**config.mk**
```make
export PLATFORM = sky130hd
export DESIGN_NAME = ota_cal_ctrl
export DESIGN_NICKNAME = d
export VERILOG_FILES = /design/src/rtl/ota_cal_pkg.sv /design/src/rtl/ota_cal_sar_ch.sv /design/src/rtl/ota_cal_ctrl.sv
export SDC_FILE = /design/constraint.sdc
export NUM_CORES = 1
export LEC_CHECK = 0
export CAP_MARGIN = 10
export CORE_MARGIN = 10
export CORE_UTILIZATION = 40
export DETAILED_ROUTE_END_ITERATION = 8
export GPL_TIMING_DRIVEN = 1
export SLEW_MARGIN = 20
export SYNTH_ARGS = -nofsm -noshare
export SYNTH_HDL_FRONTEND = slang
export SYNTH_SLANG_ARGS = --single-unit
```
**constraint.sdc**
```tcl
create_clock -name clk_i -period 5.83 [get_ports clk_i]
set_clock_uncertainty 0.2 [all_clocks]
set_input_delay 1.166 -clock clk_i [delete_from_list [all_inputs] [get_ports clk_i]]
set_output_delay 1.166 -clock clk_i [all_outputs]
set_load 0.005 [all_outputs]
```
**src/rtl/ota_cal_pkg.sv**
```systemverilog
// Shared definitions for the OTA offset-calibration controller.
//   cal_state_e : controller FSM states
//   CntW        : phase counter width, wide enough for any 1..255 cycle phase
//   TrimWMax    : widest supported trim code
//   mid_code()  : mid-scale trim code for a given trim width
package ota_cal_pkg;

  localparam int unsigned CntW     = $clog2(256);
  localparam int unsigned TrimWMax = 8;

  typedef enum logic [2:0] {
    StIdle,
    StStartup,
    StBiasSettle,
    StCalSettle,
    StCalSample,
    StDone
  } cal_state_e;

  function automatic logic [TrimWMax-1:0] mid_code(input int unsigned trim_w);
    return TrimWMax'(1) << (trim_w - 1);
  endfunction

endpackage

```
**src/rtl/ota_cal_sar_ch.sv**
```systemverilog
// Per-channel successive-approximation trim register.
//   clk_i       : clock
//   rst_i       : synchronous active-high reset, loads mid-scale
//   clear_i     : abort, loads mid-scale
//   init_i      : calibration entry, clears the code and sets the MSB
//   sample_i    : resolve the current bit from cmp_i and arm the next lower bit
//   bit_idx_i   : bit currently under test
//   cmp_i       : comparator, 1 = trimmed offset still positive
//   trim_o      : trim code
module ota_cal_sar_ch
  import ota_cal_pkg::*;
#(
  parameter int unsigned TRIM_W = 4,
  parameter int unsigned IDX_W  = 2
) (
  input  logic              clk_i,
  input  logic              rst_i,
  input  logic              clear_i,
  input  logic              init_i,
  input  logic              sample_i,
  input  logic [IDX_W-1:0]  bit_idx_i,
  input  logic              cmp_i,
  output logic [TRIM_W-1:0] trim_o
);

  localparam logic [TRIM_W-1:0] Mid = TRIM_W'(mid_code(TRIM_W));

  logic [TRIM_W-1:0] trim_d, trim_q;

  always_comb begin
    trim_d = trim_q;
    if (clear_i) begin
      trim_d = Mid;
    end else if (init_i) begin
      // All-zero code with the MSB set: numerically the same as mid-scale.
      trim_d = Mid;
    end else if (sample_i) begin
      if (cmp_i) begin
        trim_d[bit_idx_i] = 1'b0;
      end
      // Next bit is armed on the same edge that resolves this one.
      if (bit_idx_i != '0) begin
        trim_d[bit_idx_i - IDX_W'(1)] = 1'b1;
      end
    end
  end

  always_ff @(posedge clk_i) begin
    if (rst_i) begin
      trim_q <= Mid;
    end else begin
      trim_q <= trim_d;
    end
  end

  assign trim_o = trim_q;

endmodule

```
**src/rtl/ota_cal_ctrl.sv**
```systemverilog
// OTA bias start-up and offset-trim calibration controller.
//   clk_i          : clock
//   rst_i          : synchronous active-high reset
//   start_i        : one-cycle run request, honoured only in idle
//   skip_startup_i : with start_i, skip bias start-up if the bias is already on
//   abort_i        : terminate any run, return to idle with bias off, trims mid-scale
//   cmp_in_i       : per-channel offset comparator, 1 = offset positive
//   startup_en_o   : bias start-up pull switches
//   bias_en_o      : cascode bias enable, held after a completed run
//   cal_mode_o     : shorts OTA inputs during offset measurement
//   trim_o         : trim codes, channel c at [c*TRIM_W +: TRIM_W]
//   busy_o         : high outside idle
//   done_o         : one-cycle completion pulse
module ota_cal_ctrl
  import ota_cal_pkg::*;
#(
  parameter int unsigned NCH         = 2,
  parameter int unsigned TRIM_W      = 4,
  parameter int unsigned STARTUP_CYC = 4,
  parameter int unsigned SETTLE_CYC  = 3
) (
  input  logic                  clk_i,
  input  logic                  rst_i,
  input  logic                  start_i,
  input  logic                  skip_startup_i,
  input  logic                  abort_i,
  input  logic [NCH-1:0]        cmp_in_i,
  output logic                  startup_en_o,
  output logic                  bias_en_o,
  output logic                  cal_mode_o,
  output logic [NCH*TRIM_W-1:0] trim_o,
  output logic                  busy_o,
  output logic                  done_o
);

  localparam int unsigned IdxW = $clog2(TRIM_W);

  localparam logic [CntW-1:0] StartupLoad = CntW'(STARTUP_CYC - 1);
  localparam logic [CntW-1:0] SettleLoad  = CntW'(SETTLE_CYC - 1);
  localparam logic [IdxW-1:0] TopIdx      = IdxW'(TRIM_W - 1);

  cal_state_e      state_d, state_q;
  logic [CntW-1:0] cnt_d, cnt_q;
  logic [IdxW-1:0] idx_d, idx_q;
  logic            bias_d, bias_q;
  logic            sar_clear, sar_init, sar_sample;

  // Counters load phase-length minus one on entry and count down to zero,
  // so they never wrap inside a phase.
  always_comb begin
    state_d    = state_q;
    cnt_d      = cnt_q;
    idx_d      = idx_q;
    bias_d     = bias_q;
    sar_clear  = 1'b0;
    sar_init   = 1'b0;
    sar_sample = 1'b0;

    if (abort_i) begin
      state_d   = StIdle;
      cnt_d     = '0;
      bias_d    = 1'b0;
      sar_clear = 1'b1;
    end else begin
      case (state_q)
        StIdle: begin
          if (start_i) begin
            if (skip_startup_i && bias_q) begin
              state_d  = StCalSettle;
              cnt_d    = SettleLoad;
              idx_d    = TopIdx;
              sar_init = 1'b1;
            end else begin
              state_d = StStartup;
              cnt_d   = StartupLoad;
              bias_d  = 1'b0;
            end
          end
        end
        StStartup: begin
          if (cnt_q == '0) begin
            state_d = StBiasSettle;
            cnt_d   = SettleLoad;
            bias_d  = 1'b1;
          end else begin
            cnt_d = cnt_q - CntW'(1);
          end
        end
        StBiasSettle: begin
          if (cnt_q == '0) begin
            state_d  = StCalSettle;
            cnt_d    = SettleLoad;
            idx_d    = TopIdx;
            sar_init = 1'b1;
          end else begin
            cnt_d = cnt_q - CntW'(1);
          end
        end
        StCalSettle: begin
          if (cnt_q == '0) begin
            state_d = StCalSample;
          end else begin
            cnt_d = cnt_q - CntW'(1);
          end
        end
        StCalSample: begin
          sar_sample = 1'b1;
          if (idx_q == '0) begin
            state_d = StDone;
          end else begin
            state_d = StCalSettle;
            cnt_d   = SettleLoad;
            idx_d   = idx_q - IdxW'(1);
          end
        end
        StDone: begin
          state_d = StIdle;
        end
        default: begin
          state_d = StIdle;
        end
      endcase
    end
  end

  always_ff @(posedge clk_i) begin
    if (rst_i) begin
      state_q <= StIdle;
      cnt_q   <= '0;
      idx_q   <= '0;
      bias_q  <= 1'b0;
    end else begin
      state_q <= state_d;
      cnt_q   <= cnt_d;
      idx_q   <= idx_d;
      bias_q  <= bias_d;
    end
  end

  for (genvar c = 0; c < NCH; c++) begin : g_ch
    ota_cal_sar_ch #(
      .TRIM_W (TRIM_W),
      .IDX_W  (IdxW)
    ) u_sar_ch (
      .clk_i     (clk_i),
      .rst_i     (rst_i),
      .clear_i   (sar_clear),
      .init_i    (sar_init),
      .sample_i  (sar_sample),
      .bit_idx_i (idx_q),
      .cmp_i     (cmp_in_i[c]),
      .trim_o    (trim_o[c*TRIM_W +: TRIM_W])
    );
  end

  assign startup_en_o = (state_q == StStartup);
  assign bias_en_o    = bias_q;
  assign cal_mode_o   = (state_q == StCalSettle) || (state_q == StCalSample);
  assign busy_o       = (state_q != StIdle);
  assign done_o       = (state_q == StDone);

endmodule

```
**Yosys cells after proc, flatten, opt, wreduce, memory -nomap -nowiden**

Cells that the tools add are included.

- Output and inout port bits: 13
- Register bits: 22
- Logic and storage cells: 94

- Bitwise gates (word level): 6
- $add $sub $neg: 2
- Order comparisons: 4
- Reductions and logical operators: 19
- Multiplexer cells: 44
- Eq/ne operators: 13

Operator list:

| kind | count |
|---|---|
| 4-bit two-way mux | 10 |
| 8-bit two-way mux | 4 |
| 8-bit one-hot mux with 4 select lines | 1 |
| 3-bit two-way mux | 5 |
| 3-bit one-hot mux with 5 select lines | 1 |
| 2-bit inequality test, second input constant | 7 |
| 1-bit two-way mux | 13 |
| 4-bit AND reduction | 3 |
| 2-bit two-way mux | 5 |
| 4-bit AND | 2 |
| 8-bit zero test | 1 |
| 4-bit bitwise OR | 2 |
| 8-bit by 1-bit subtractor with 8-bit output, second input constant | 1 |
| 3-bit by 2-bit == test with 1-bit output, second input constant | 2 |
| 3-bit == test, second input constant | 2 |
| 2-bit by 3-bit < comparator with 1-bit output, second input constant | 2 |
| 2-bit one-hot mux with 3 select lines | 1 |
| 6-bit AND reduction | 1 |
| 3-bit nonzero test | 2 |
| 1-bit demux with 2-bit select | 2 |
| 2-bit by 1-bit >= comparator with 1-bit output, second input constant | 2 |
| 4-bit inverter | 1 |
| 1-bit one-hot mux with 2 select lines | 2 |
| 2-bit nonzero test | 2 |
| other kinds (11) | 14 |

**Depth between registers and ports, before layout**

- Depth after elaboration: 12
- Depth in mapped cells: 7
- Gate-level depth less buffers: 6

**Cells and area by module**

From an unflattened synthesis, not the netlist that was laid out.

- Cells, all modules: 162
- Area total of the unflattened synthesis: 1,295.0 µm²

Modules (own cells, without submodules):

| module | area an instance (µm²) | cells each | instances |
|---|---|---|---|
| ota_cal_ctrl | 949.7 | 124 | 1 |
| ota_cal_sar_ch | 172.7 | 19 | 2 |

**Worst setup path after synthesis**

No wires, ideal clock.

- Path kind: input to register
- Start: input start_i
- End: register idx_q[0]
- Path slack: 3.279 ns
- Buffers on the path: 0
- Setup time: 0.091 ns
- Cell stages on the path: 4
- Data required time: 5.539 ns
- Arrival time: 2.260 ns
- Cells stage by stage: nand3_1 > a2111oi_0 > a21oi_1 > a311oi_1

- Cells in the longest elaborated chain, start to end: 2

Ends and longest elaborated chain:

| item | RTL line | RTL |
|---|---|---|
| from (decl) | ota_cal_ctrl.sv:24 | `input logic start_i,` |
| 2-bit inequality test (no source line) | - |  |
| 6-bit AND reduction (no source line) | - |  |
| to (signal assigned) | ota_cal_ctrl.sv:135 | `idx_q <= idx_d;` |
| to (decl) | ota_cal_ctrl.sv:44 | `logic [IdxW-1:0] idx_d, idx_q;` |

Every way passes these cells.
A chain may end at the register's enable or synchronous reset.

**Final worst setup path**

- Start: register state_q[2]
- End: output cal_mode_o

- Cells in the longest elaborated chain, start to end: 2

Ends and longest elaborated chain:

| item | RTL line | RTL |
|---|---|---|
| from (decl) | ota_cal_ctrl.sv:42 | `cal_state_e state_d, state_q;` |
| from (signal assigned) | ota_cal_ctrl.sv:128 | `state_q <= StIdle;` |
| from (signal assigned) | ota_cal_ctrl.sv:133 | `state_q <= state_d;` |
| 3-bit by 2-bit == test with 1-bit output or 3-bit == test (tied branches) | ota_cal_ctrl.sv:158 | `assign cal_mode_o = (state_q == StCalSettle) \|\| (state_q == StCalSample);` |
| 1-bit logical OR (*) | ota_cal_ctrl.sv:158 |  |
| to (decl) | ota_cal_ctrl.sv:30 | `output logic cal_mode_o,` |

Mark *: on every way between the ends. The rest lies on a longest branch, timed or not.

==> impl_metrics.env <==
export IMPL_status="finished clean"
export IMPL_synth_top_family_by_area="simple AND/OR/NAND/NOR gates"
export IMPL_synthSimpleGateAreaFrac_pct=29.15
export IMPL_leakage_nw=0.5397
export IMPL_yosysTopAreaCell="dfxtp_1"
export IMPL_worst_slack_ns=2.262
export IMPL_drt_wl_total_mm=3.333
export IMPL_grt_overflow_total=0
export IMPL_async_flop_share_pct=0
export IMPL_fmax_ghz=0.2803
export IMPL_cts_resized=0
export IMPL_grt_usage_pct=11.01
export IMPL_portBuffers=19
export IMPL_worstMarginPinSlew_ns=0.9170
export IMPL_grt_max_degree=22
export IMPL_ys_types=44
export IMPL_register_area_um2=440.4
export IMPL_crit_type="flip-flop to primary output"
export IMPL_cts_htree_levels=1
export IMPL_synth_area_top_cells="dfxtp_1 34%, a21oi_1 7.7%, o21ai_0 5.4%, ha_1 4.8%, o31ai_1 4.1%"
export IMPL_synth_xor_area_share_pct=0.6757
export IMPL_core_um2=3078
export IMPL_synth_fp_nets=173
export IMPL_yosys_area_share_adder_pct=4.826
export IMPL_finalNetCount=187
export IMPL_post_drt_wl_per_cell_um=15.29
export IMPL_rsz0062_at_grt="false"
export IMPL_cp_required_ns=4.46
export IMPL_ioPinCount=20
export IMPL_worstPathMaxFanout=21
export IMPL_die_width_um=76.93
export IMPL_powerDensity_nw_per_um2=217.3
export IMPL_firstDrtPassIters=4
export IMPL_clk_pin_slew_worst_paths_ns=0.14
export IMPL_synth_area_um2=1296
export IMPL_critPathArrivalTime_ns=2.20
export IMPL_cts_tree="done"
export IMPL_dp_slack_ns=2.438
export IMPL_num_rows=20
export IMPL_ys_top_cells_by_count="22 x dfxtp_1, 20 x a21oi_1, 14 x o21ai_0"
export IMPL_n_fill_cell=316
export IMPL_crit_family="flip-flops"
export IMPL_place_gp_congestion=0.8668
export IMPL_ys_ff_latch=22
export IMPL_synthMuxAreaShare_pct=0
export IMPL_maxCapViolCount=0
export IMPL_hold_class="flip-flop to flip-flop"
export IMPL_cp_end_kind="primary output"
export IMPL_ys_seq_area_share_pct=33.98
export IMPL_drv_slew=0
export IMPL_hpwl_mm=2.499
export IMPL_cts_root_buf="clkbuf_4"
export IMPL_setup_viol=0
export IMPL_synthCells=161
export IMPL_die_area_um2=5917
export IMPL_tns_ns=0
export IMPL_ys_flop_type="dfxtp_1"
export IMPL_areaGrowthSynthToFinish_pct=19.98
export IMPL_critPathLaunchType="flip-flop"
export IMPL_synth_most_common_cell="dfxtp_1"
export IMPL_vias_per_cell=5.656
export IMPL_irDropWorstVdd_mv=0.1170
export IMPL_antenna_found_initial=0
export IMPL_ys_warn_count=0
export IMPL_clock_latency_ns=0.32
export IMPL_grt_pass1_wl_mm=5.602
export IMPL_drt_iter0_drc=87
export IMPL_path_buf_inv=1
export IMPL_timing_final_hold_violations=0
export IMPL_layout_drive_gt1_share_pct=9.770
export IMPL_cp_slowest_stage_delay_ns=0.73
export IMPL_multi_input_area_um2=794.5
export IMPL_regToRegSetupSlack_ns=3.10
export IMPL_numCtsBuffers=3
export IMPL_synth_edff_count=0
export IMPL_antenna_left=0
export IMPL_relSlewSlack_pct=37.28
export IMPL_dr_total_vias=1233
export IMPL_antennaDiodeCount=0
export IMPL_synth_top_area_share_pct=33.98
export IMPL_avgSynthCellArea_um2=8.051
export IMPL_holdBufCountCts=0
export IMPL_post_route_period_util_pct=61.20
export IMPL_synth_compound_area_share_pct=26.25
export IMPL_cts_buffer_depth=2
export IMPL_final_min_clock_period_ns=3.568
export IMPL_initial_core_util_pct=42.11
export IMPL_cp_slowest_cell="dfxtp_1"
export IMPL_cts_num_sinks=22
export IMPL_post_cts_buffers=0
export IMPL_drcViolationCount=0
export IMPL_die_height_um=76.93
export IMPL_crit_chain="or3b_2 > nand2_1 > clkdlybuf4s50_1"
export IMPL_grt_pass1_vias=1174
## logic make-up after synthesis
logic type,after synthesis
AND/OR/NAND/NOR,61
AO/OA/AOI/OAI,56
flip-flops,22
buffers and inverters,16
adder cells (fa/ha/maj),5
XOR/XNOR,1
## tightest hold or removal path: cells and delay by family, from the launching register on
kind | cells | cell delay (ns)
flip-flops | 1 | 0.34
AO/OA/AOI/OAI | 1 | 0.07
AND/OR/NAND/NOR | 1 | 0.05
## layout make-up
| type | instances | share of cell area, % |
|---|---|---|
| Multi-Input combinational cell | 123 | 51.09 |
| Clock buffer | 3 | 1.448 |
| Clock inverter | 1 | 1.931 |
| Timing Repair Buffer | 19 | 12.23 |
| Tap cell | 44 | 3.540 |
| Inverter | 6 | 1.448 |
| Sequential cell | 22 | 28.32 |
## registers in the layout, summed over array words and instances (netlist names)
signal and cells:
cnt_q 8, g_ch.u_sar_ch.trim_o 8, state_q 3, bias_en_o 1, idx_q 2
## metal layers
metal	vias to the layer above	share of wire, %	global-route usage (%)
met5	-	0	0
met4	0	1.3	3.346
met3	6	3.5	2.797
met2	20	48	17.37
met1	578	47	14.26
li1	629	-	-
## stage by stage
stage,utilization (%),total power [W],std cells,hold WS [ns],cell area (µm²)
final,50.53,0.0003380,218,0.2853,1555
after global routing,50.53,0.0003518,218,0.3178,1555
after CTS,50.37,0.0003387,218,0.2871,1550
after detailed placement,48.66,0.0002175,214,0.2683,1498
after global placement,48.66,0.0002160,214,0.2626,1498
after floorplan,-,0.0002006,161,0.2601,1296
## power by group
| part | switching, W | internal [W] |
|---|---|---|
| clock network | 0.0000533 | 0.0000695 |
| logic | 0.0000308 | 0.0000240 |
| registers | 0.00000618 | 0.000154 |
| total | 0.0000902 | 0.000248 |
## layout by cell type, fill, tap and decap left out, types with 2 or more instances in the layout
cell	instances
a211oi_1	3
a21oi_1	20
a311oi_1	2
clkbuf_4	3
clkdlybuf4s50_1	19
dfxtp_1	22
ha_1	5
inv_1	6
nand2_1	8
nand2b_1	6
nand3_1	2
nor2_1	6
nor2b_1	3
nor3_1	4
nor3b_1	2
nor4_1	5
o21ai_0	14
o31ai_1	7
or2_2	2
or3_1	3
or3_2	2
or3b_2	4
or4_1	6
## path summary, 6_finish.rpt
kind                                              endpoint  cells after the start                       start
worst min register to register  g_ch[0].u_sar_ch.trim_o[3]                      2  g_ch[0].u_sar_ch.trim_o[3]
worst max register to register                    cnt_q[5]                      6                    idx_q[0]
worst max-delay path                            cal_mode_o                      3                  state_q[2]
worst min-delay path            g_ch[0].u_sar_ch.trim_o[3]                      2  g_ch[0].u_sar_ch.trim_o[3]
Note: power is estimated with default switching activity, not from simulation.
